--- src/rtl/key_debounce.sv ---
// key_debounce: two-flop synchroniser plus debounce FSM for a bouncing push-button.
// Produces a debounced level and one-cycle press/release pulses.
// Optional feature: define KEY_DEBOUNCE_LONG_EN to add the hold timer and the long_press output.
module key_debounce #(
    parameter int unsigned DEBOUNCE_CYCLES = 1_000_000,
    parameter int unsigned LONG_CYCLES     = 50_000_000,
    parameter bit          KEY_ACTIVE_LOW  = 1'b1
) (
    input  logic clk,
    input  logic rst_n,
    input  logic key_in,
    output logic key_level,
    output logic key_press,
    output logic key_release
`ifdef KEY_DEBOUNCE_LONG_EN
    ,
    output logic long_press
`endif
);

    localparam int unsigned CNT_W = $clog2(DEBOUNCE_CYCLES + 1);
    localparam logic [CNT_W-1:0] CNT_LAST = CNT_W'(DEBOUNCE_CYCLES - 1);
    localparam logic PIN_IDLE = KEY_ACTIVE_LOW;

    typedef enum logic [1:0] {
        IDLE         = 2'd0,
        PRESS_WAIT   = 2'd1,
        PRESSED      = 2'd2,
        RELEASE_WAIT = 2'd3
    } state_t;

    logic             sync1;
    logic             sync2;
    logic             pressed;
    state_t           state_q;
    state_t           state_d;
    logic [CNT_W-1:0] cnt_q;
    logic [CNT_W-1:0] cnt_d;
    logic             level_d;
    logic             press_d;
    logic             release_d;

    // Bring the asynchronous pin into the clk domain; reset to the released pin level.
    always_ff @(posedge clk) begin
        if (!rst_n) begin
            sync1 <= PIN_IDLE;
            sync2 <= PIN_IDLE;
        end else begin
            sync1 <= key_in;
            sync2 <= sync1;
        end
    end

    assign pressed = KEY_ACTIVE_LOW ? ~sync2 : sync2;

    // State, stability counter and registered outputs.
    always_ff @(posedge clk) begin
        if (!rst_n) begin
            state_q     <= IDLE;
            cnt_q       <= '0;
            key_level   <= 1'b0;
            key_press   <= 1'b0;
            key_release <= 1'b0;
        end else begin
            state_q     <= state_d;
            cnt_q       <= cnt_d;
            key_level   <= level_d;
            key_press   <= press_d;
            key_release <= release_d;
        end
    end

    // Next state: a change is accepted only after DEBOUNCE_CYCLES stable samples.
    always_comb begin
        state_d   = state_q;
        cnt_d     = cnt_q;
        level_d   = key_level;
        press_d   = 1'b0;
        release_d = 1'b0;
        case (state_q)
            IDLE: begin
                if (pressed) begin
                    state_d = PRESS_WAIT;
                    cnt_d   = '0;
                end
            end
            PRESS_WAIT: begin
                if (!pressed) begin
                    state_d = IDLE;
                    cnt_d   = '0;
                end else if (cnt_q == CNT_LAST) begin
                    state_d = PRESSED;
                    cnt_d   = '0;
                    press_d = 1'b1;
                    level_d = 1'b1;
                end else begin
                    cnt_d = cnt_q + CNT_W'(1);
                end
            end
            PRESSED: begin
                if (!pressed) begin
                    state_d = RELEASE_WAIT;
                    cnt_d   = '0;
                end
            end
            RELEASE_WAIT: begin
                if (pressed) begin
                    state_d = PRESSED;
                    cnt_d   = '0;
                end else if (cnt_q == CNT_LAST) begin
                    state_d   = IDLE;
                    cnt_d     = '0;
                    release_d = 1'b1;
                    level_d   = 1'b0;
                end else begin
                    cnt_d = cnt_q + CNT_W'(1);
                end
            end
            default: begin
                state_d = IDLE;
                cnt_d   = '0;
                level_d = 1'b0;
            end
        endcase
    end

`ifdef KEY_DEBOUNCE_LONG_EN
    localparam int unsigned HOLD_W = $clog2(LONG_CYCLES + 1);
    localparam logic [HOLD_W-1:0] HOLD_MAX  = HOLD_W'(LONG_CYCLES);
    localparam logic [HOLD_W-1:0] HOLD_LAST = HOLD_W'(LONG_CYCLES - 1);

    logic [HOLD_W-1:0] hold_q;
    logic [HOLD_W-1:0] hold_d;
    logic              long_d;

    // Hold timer register and registered long_press pulse.
    always_ff @(posedge clk) begin
        if (!rst_n) begin
            hold_q     <= '0;
            long_press <= 1'b0;
        end else begin
            hold_q     <= hold_d;
            long_press <= long_d;
        end
    end

    // Count accepted-hold cycles, saturating so long_press fires once per press.
    always_comb begin
        hold_d = '0;
        long_d = 1'b0;
        if (state_q == PRESSED || state_q == RELEASE_WAIT) begin
            hold_d = hold_q;
            if (hold_q != HOLD_MAX) begin
                hold_d = hold_q + HOLD_W'(1);
                long_d = (hold_q == HOLD_LAST);
            end
        end
    end
`else
    // Hold timer absent in this build; LONG_CYCLES stays so both builds share one parameter list.
    if (LONG_CYCLES == 0) begin : g_long_cycles_unused
    end
`endif

endmodule
--- config.mk ---
export PLATFORM = sky130hd
export DESIGN_NAME = key_debounce
export DESIGN_NICKNAME = d
export VERILOG_FILES = /design/src/rtl/key_debounce.sv
export SDC_FILE = /design/constraint.sdc
export NUM_CORES = 1
export LEC_CHECK = 0
export CAP_MARGIN = 20
export CORE_MARGIN = 5
export CORE_UTILIZATION = 53
export CTS_BUF_LIST = sky130_fd_sc_hd__clkbuf_4 sky130_fd_sc_hd__clkbuf_8 sky130_fd_sc_hd__clkbuf_16
export CTS_CLUSTER_DIAMETER = 150
export DETAILED_ROUTE_END_ITERATION = 6
export PLACE_DENSITY = 0.72
export SLEW_MARGIN = 20
export SYNTH_ARGS = -nofsm -noshare
export SYNTH_HDL_FRONTEND = slang
export SYNTH_SLANG_ARGS = --single-unit
--- constraint.sdc ---
create_clock -name clk -period 5.3 [get_ports clk]
set_input_delay 0.53 -clock clk [delete_from_list [all_inputs] [get_ports clk]]
set_output_delay 0.53 -clock clk [all_outputs]
set_load 0.05 [all_outputs]
==> results.txt, run 1 <==
----------------------------------------------------
[GRT]
  Wire length of the first global-routing pass ... 4220 um
  Routing usage on met2 ... 25.8%
  Leftover overflow at the end of global routing ... 0
  Met3 track demand over resource ... 2.81%
  Largest net degree at the start of global routing ... 30
  Overall routing resource usage ... 15.4%
  Met1 usage in global routing ... 19.5%
  Vias in the first global route ... 993
  Initial antenna violation count ... 0
  Gr busiest metal ... met2

[Setup path]
  Type of origin of the critical path ... flip-flop
  Max incr delay on CP ... just over 0.5 ns
  Critical path class ... flip-flop to flip-flop
  Top cell family by delay on the critical path ... simple AND/OR/NAND/NOR gates
  Crit. End Element ... flip-flop
  Required time worst endpoint ... 5.56 ns
  Critical Path, Cell by Cell ... ha_1, nand4_1, nor3_1, nand2_1, or3_1, a31oi_1
  CP Data Arrival Time ... 2.36 ns
  Slowest cell on the critical path ... sky130_fd_sc_hd__nor3_1
  Buf/Inv on CP ... 0
  Maximum fanout along the worst path ... 5
  Critical R2R Launch ... cnt_q[0]
  Launch point of the worst path ... cnt_q[0]

[STA]
  Minimum clock period ... 2.10 ns
  Final period utilization ... 39.6%
  Unrepaired setup endpoints after global routing ... false
  Max Slew Vio Count ... 0
  Number of hold violations in the final report ... 0
  Maximum clock frequency ... 477 MHz
  Transition at the pin with the smallest max-transition slack ... 0.877 ns
  Aggregate negative setup slack ... 0 ns
  Clk_skew ... 0.00272 ns
  Relative slew slack ... 41.1%
  Setup-failing EPs final ... 0

[Clocking]
  Register clock-pin slew on the reported worst setup and hold paths ... 0.14 ns
  Post-cts gate resize count ... 0
  Total clock buffers created by CTS ... 3
  Hold buffers post-CTS ... 0
  Number of setup buffers added after CTS ... 0
  Count of clock tree sinks ... 27
  Buffers from clock root to sink, at most ... 2
  Clk_lat worst skew ... ~0.32 ns
  Htree depth ... 1
  Clock root buffer ... sky130_fd_sc_hd__clkbuf_4
  CTS tree ... yes

[Placed design]
  Placed Instances ... 175
  Final weighted congestion in routability-driven placement ... 0.792
  Number of buffers added on ports ... 5
  Instance area at placement ... 1370 um2
  Post-DP HPWL ... 1740 um

[Logic synthesis]
  Fraction of the yosys area taken by sequential cells ... 41.1%
  Synth top area cells ... sky130_fd_sc_hd__dfxtp_1 (41%), sky130_fd_sc_hd__a31oi_1 (4.8%), sky130_fd_sc_hd__nand3_1 (4.2%)
  Register bit count reported by yosys ... 27
  Average footprint of a synthesized cell ... 9.14 um2
  Syn. warnings ... 0
  Nets in the synthesized netlist ... between 100 and 150
  Area share of the largest cell type after synthesis ... approximately 41%
  Count of distinct cell types in the synthesized netlist ... 37
  Synthesized netlist cell count ... 144
  Mapped cell area ... 1320 um2
  Cell taking the most area after synthesis ... sky130_fd_sc_hd__dfxtp_1

[Cells and area]
  Number of cells in the finished layout apart from fillers ... between 150 and 200
  Commonest non-fill, non-tap cells in the layout ... sky130_fd_sc_hd__dfxtp_1 (27), sky130_fd_sc_hd__nand3_1 (11), sky130_fd_sc_hd__nand2_1 (11)
  Synthesis-to-finish area growth ... 6.18%
  Layout cell share with drive strength beyond 1 ... 9.40%
  Most common cell after layout, fill and taps aside ... sky130_fd_sc_hd__dfxtp_1
  Nets@finish ... 154
  Number of antenna repair diodes ... 0
  Final instance area ... 1400 um2
  Final core area utilization ... 57.5%

[Drt]
  DRC violation count after routing ... 0
  Via-to-Cell Ratio ... 5.99
  Detailed-route wire length per cell ... roughly 13 um
  Post-DRT Antenna Nets ... 0
  Detailed-route wire length ... 2400 um
  Number of violations reported at the end of detailed-routing iteration 0 ... 28
  Via count of the routed design ... between 1,000 and 1,500
  Detailed-router iteration count before antenna repair ... 4

[Run]
  Maximum capacitance violations ... 0

[Floorplan]
  # rows ... 18
  Starting density of the core ... roughly 54%
  Die height ... 59.8 um
  Area of the placeable core ... between 2000 and 2500 um2
  Ports ... 6
  Area enclosed by the die boundary ... roughly 3600 um2
  Die width ... roughly 60 um

[Status]
  Run status ... finished clean

[Pwr]
  Reported leakage power ... 0.492 nW
  Power per cell area ... between 200 and 250 nW/um2
  Maximum resistive drop on vdd ... 192 uV

[Worst hold path]
  Type of the tightest min-delay check ... flip-flop to flip-flop
  Hold path startpoint ... sync1

----------------------------------------------------
final timing paths:
kind	endpoint	slack, ns	cells past startpoint
hold reg to reg	sync2	0.43	1
setup / recovery	cnt_q[14]	3.20	6
hold / removal	sync2	0.43	1
setup reg to reg	cnt_q[14]	3.20	6
cells in the mapped netlist:
cell	count
sky130_fd_sc_hd__clkbuf_1	1
sky130_fd_sc_hd__a21o_1	1
sky130_fd_sc_hd__nand2_1	11
sky130_fd_sc_hd__and4_1	2
sky130_fd_sc_hd__nand3_1	11
sky130_fd_sc_hd__xnor2_1	4
sky130_fd_sc_hd__nand2b_1	2
sky130_fd_sc_hd__buf_6	2
sky130_fd_sc_hd__a22o_1	5
sky130_fd_sc_hd__a22oi_1	1
sky130_fd_sc_hd__nor3_1	2
sky130_fd_sc_hd__a21oi_2	2
sky130_fd_sc_hd__o21ai_0	8
sky130_fd_sc_hd__nor4b_4	1
sky130_fd_sc_hd__or3_1	1
sky130_fd_sc_hd__nor4_2	1
sky130_fd_sc_hd__a41oi_1	2
sky130_fd_sc_hd__a21oi_1	10
sky130_fd_sc_hd__buf_4	1
sky130_fd_sc_hd__and3_1	6
sky130_fd_sc_hd__a211oi_1	1
sky130_fd_sc_hd__or4b_4	1
sky130_fd_sc_hd__ha_1	1
sky130_fd_sc_hd__or4bb_1	1
sky130_fd_sc_hd__a21bo_2	1
sky130_fd_sc_hd__mux2i_1	4
sky130_fd_sc_hd__dfxtp_1	27
sky130_fd_sc_hd__nand4_1	4
sky130_fd_sc_hd__nor2_1	10
sky130_fd_sc_hd__nor4_4	1
sky130_fd_sc_hd__inv_1	3
sky130_fd_sc_hd__a31oi_1	10
sky130_fd_sc_hd__buf_8	1
sky130_fd_sc_hd__or2b_1	2
sky130_fd_sc_hd__and3_2	1
sky130_fd_sc_hd__xor2_1	1
sky130_fd_sc_hd__nand3b_1	1
flip-flops by register name (all words and copies together), names as in the netlist, named ones only:
| name | flops |
|---|---|
| key_release | 1 |
| sync2 | 1 |
| key_press | 1 |
| state_q | 1 |
| cnt_q | 20 |
| key_level | 1 |
| sync1 | 1 |
routing by layer:
| metal | up-vias | share of wire [%] |
|---|---|---|
| li1 | 551 | - |
| met5 | - | 0 |
| met1 | 495 | 48 |
| met2 | 22 | 47 |
| met4 | 0 | 1.4 |
| met3 | 5 | 3.5 |
layout make-up:
type | count | area, um2
clock buffers | 4 | 30.0
flip-flops and latches | 27 | 541
multi-input cells | 109 | 721
fillers | 225 | 1030
well taps | 30 | 37.5
repair buffers | 6 | 57.6
inverters | 3 | 11.3
report_power, final:
part           leakage (nW)  switching [mW]  internal (mW)
registers             0.218         0.00107          0.205
clock network        0.0184          0.0583         0.0346
logic                 0.255         0.00963        0.00577
total                 0.492          0.0689          0.245
cell families after synthesis:
kind of cell	Yosys count	synth area share [%]
AND/OR/NAND/NOR	58	27.0
AO/OA/AOI/OAI	41	20.1
flip-flops	27	41.1
buffers and inverters	8	4.56
XOR/XNOR	5	3.33
multiplexers	4	3.04
adder cells (fa/ha/maj)	1	0.950
stage by stage:
step	worst slack, ns	total power, mW	hold WS, ns
floorplan	3.49	0.220	0.386
global placement	2.99	0.226	0.399
detailed placement	2.98	0.226	0.401
CTS	3.22	0.316	0.436
global route	3.03	0.329	0.449
finish	3.20	0.314	0.428
No activity file was read; power rests on OpenSTA's default activity.
==> inputs of run 2 (changes only) <==
clock period = 2 ns   (was 5.3 ns; I/O delays follow)
==> run 2 against run 1 <==
  * The run now ends with setup timing left
  * Critical path type unchanged
  * Largest cell class unchanged
  * Fmax grew 4.2%
  * Critical endpoint is now cnt_q[7]
  * Global-route usage up 6.4 points
  * Worst hold slack better by 0.0019 ns
  * Clock-buffer cell count unchanged
  * Worst setup slack lost 3.2 ns
==> results.txt, run 2 (synthesis gave the netlist of run 1 again) <==
----------------------------------------------------
[Floorplan]
  Ports ... 6 (unchanged)
  Area of the placeable core ... 2430 um2 (unchanged)
  # rows ... 18 (unchanged)
  Area enclosed by the die boundary ... 3580 um2 (unchanged)
  Die height ... 59.8 um (unchanged)
  Die width ... 59.8 um (unchanged)
  Starting density of the core ... 54.1% (unchanged)

[Cells and area]
  Layout cell share with drive strength beyond 1 ... 34.0% (+25 points)
  Largest reg by FF count ... cnt_q
  Most common cell after layout, fill and taps aside ... sky130_fd_sc_hd__buf_4
  Max FFs per register ... 20 (unchanged)
  Number of antenna repair diodes ... 0 (unchanged)
  Final core area utilization ... 72.1% (+15 points)
  Final instance area ... 1750 um2 (+25%)
  Nets@finish ... 193 (+25%)
  Synthesis-to-finish area growth ... 33.2%
  Number of inserted filler cells in the final layout ... 193 (-14%)
  Commonest non-fill, non-tap cells in the layout ... sky130_fd_sc_hd__buf_4 (37), sky130_fd_sc_hd__dfxtp_1 (26), sky130_fd_sc_hd__nand3_1 (11)

[GRT]
  Leftover overflow at the end of global routing ... 0 (unchanged)
  Initial antenna violation count ... 0 (unchanged)
  Vias in the first global route ... 1,303 (+31%)
  Largest net degree at the start of global routing ... 15 (-50%)
  Wire length of the first global-routing pass ... 5780 um (+37%)
  Overall routing resource usage ... 21.9% (+6.4 points)

[STA]
  Setup-failing EPs final ... 4 (+4)
  Aggregate negative setup slack ... -0.0292 ns (-0.0292 ns)
  Maximum clock frequency ... 497 MHz (+4.2%)
  Unrepaired setup endpoints after global routing ... true
  Transition at the pin with the smallest max-transition slack ... 0.745 ns (-0.132 ns)
  Clk_skew ... 0.00775 ns (+0.00503 ns)
  Max Slew Vio Count ... 0 (unchanged)
  Minimum clock period ... 2.01 ns (-0.0847 ns)
  Relative slew slack ... 50.2% (+9.2 points)
  Number of hold violations in the final report ... 0 (unchanged)
  Post-layout worst setup margin ... -0.0137 ns (-3.22 ns)
  Final period utilization ... 101% (+61 points)

[Setup path]
  Register-to-register setup slack ... -0.01 ns (-3.22 ns)
  Critical path class ... flip-flop to flip-flop
  Slowest cell on the critical path ... sky130_fd_sc_hd__or4b_4
  Critical Path, Cell by Cell ... or4b_4, nor4b_4, buf_4, a211oi_4, buf_6, a22o_1
  Crit. End Element ... flip-flop
  Maximum fanout along the worst path ... 11 (+6)
  Required time worst endpoint ... 2.23 ns (-3.33 ns)
  Max incr delay on CP ... 0.54 ns (+0.03 ns)
  CP Data Arrival Time ... 2.25 ns (-0.11 ns)
  Type of origin of the critical path ... flip-flop

[Drt]
  Number of violations reported at the end of detailed-routing iteration 0 ... 64 (+130%)
  Via count of the routed design ... 1,317 (+23%)
  Detailed-route wire length per cell ... 15.8 um (+18%)
  Detailed-route wire length ... 3450 um (+44%)
  Via-to-Cell Ratio ... 6.04 (+0.78%)
  Detailed-router iteration count before antenna repair ... 4 (unchanged)
  Post-DRT Antenna Nets ... 0 (unchanged)
  DRC violation count after routing ... 0 (unchanged)

[Status]
  Run status ... complete, but fails checks
  Failing checks ... setup timing

[Clocking]
  Count of clock tree sinks ... 27 (unchanged)
  Clock root buffer ... sky130_fd_sc_hd__clkbuf_4
  Clk_lat worst skew ... 0.33 ns (about the same)
  CTS tree ... yes
  Total clock buffers created by CTS ... 3 (unchanged)
  Buffers from clock root to sink, at most ... 2 (unchanged)
  Htree depth ... 1 (unchanged)
  Register clock-pin slew on the reported worst setup and hold paths ... 0.14 ns (about the same)

[Placed design]
  Final weighted congestion in routability-driven placement ... 0.779 (-1.7%)
  Number of buffers added on ports ... 5 (unchanged)
  Worst-case setup slack after placement ... -0.291 ns (-3.27 ns)
  Instance area at placement ... 1620 um2 (+18%)
  Post-DP HPWL ... 2210 um (+27%)

[Run]
  Maximum capacitance violations ... 0 (unchanged)

[Pwr]
  Maximum resistive drop on vdd ... 360 uV (+88%)
  Reported leakage power ... 0.697 nW (+42%)
  Power per cell area ... 485 nW/um2 (+120%)
  Sum of internal, switching and leakage power ... 0.850 mW (+170%)

[Worst hold path]
  Type of the tightest min-delay check ... primary input to flip-flop

----------------------------------------------------
run 2: report_power, final:
part	internal (mW)	leakage [nW]	switching, mW	total (mW)
clock	0.0918	0.0184	0.159	0.251
sequential	0.542	0.219	0.00259	0.545
combinational	0.0223	0.460	0.0310	0.0533
total	0.657	0.697	0.193	0.850
run 2: layout make-up:
type | instances | area (um2) | area share (%)
sequential | 27 | 542 | 30.9
multi-input combinational | 110 | 782 | 44.6
tap | 30 | 37.5 | 2.14
inverter | 3 | 11.3 | 0.642
clock buffer | 4 | 30.0 | 1.71
timing repair buffer | 44 | 350 | 20.0
run 2: routing by layer:
layer	share of wire (%)	GRT usage [%]	wire, um	vias up
met5	0	0	0	-
met4	3.7	12.7	127	0
met3	2.7	4.32	92	15
met2	52	37.7	1790	29
met1	42	24.7	1440	644
li1	-	-	-	629
run 2: what timing repair did:
item / in CTS / in global routing
setup buffers: 3 / 1
pin swaps: 3 / 3
gates resized for setup: 10 / 11
endpoints found under the setup margin: 16 / 22
gates cloned: 2 / 0
hold buffers: 0 / 0
run 2: path summary, 6_finish.rpt:
check | end | from | cells after the start
hold reg to reg | sync2 | sync1 | 1
hold / removal | sync1 | key_in | 2
setup reg to reg | cnt_q[7] | cnt_q[7] | 6
setup / recovery | cnt_q[7] | cnt_q[7] | 6
run 2: critical path, delay by kind of cell, from the launching register on:
kind | cells | cell delay (ns)
buffers and inverters | 2 | 0.38
AO/OA/AOI/OAI | 2 | 0.31
AND/OR/NAND/NOR | 2 | 0.88
flip-flops | 1 | 0.35
run 2: per-stage QoR:
| stage | cells | hold WS (ns) |
|---|---|---|
| 4_1_cts | 217 | 0.433 |
| 3_3_place_gp | 208 | 0.403 |
| 2_1_floorplan | 144 | 0.273 |
| 6_report | 218 | 0.430 |
| 3_5_place_dp | 208 | 0.405 |
| 5_1_grt | 218 | 0.418 |
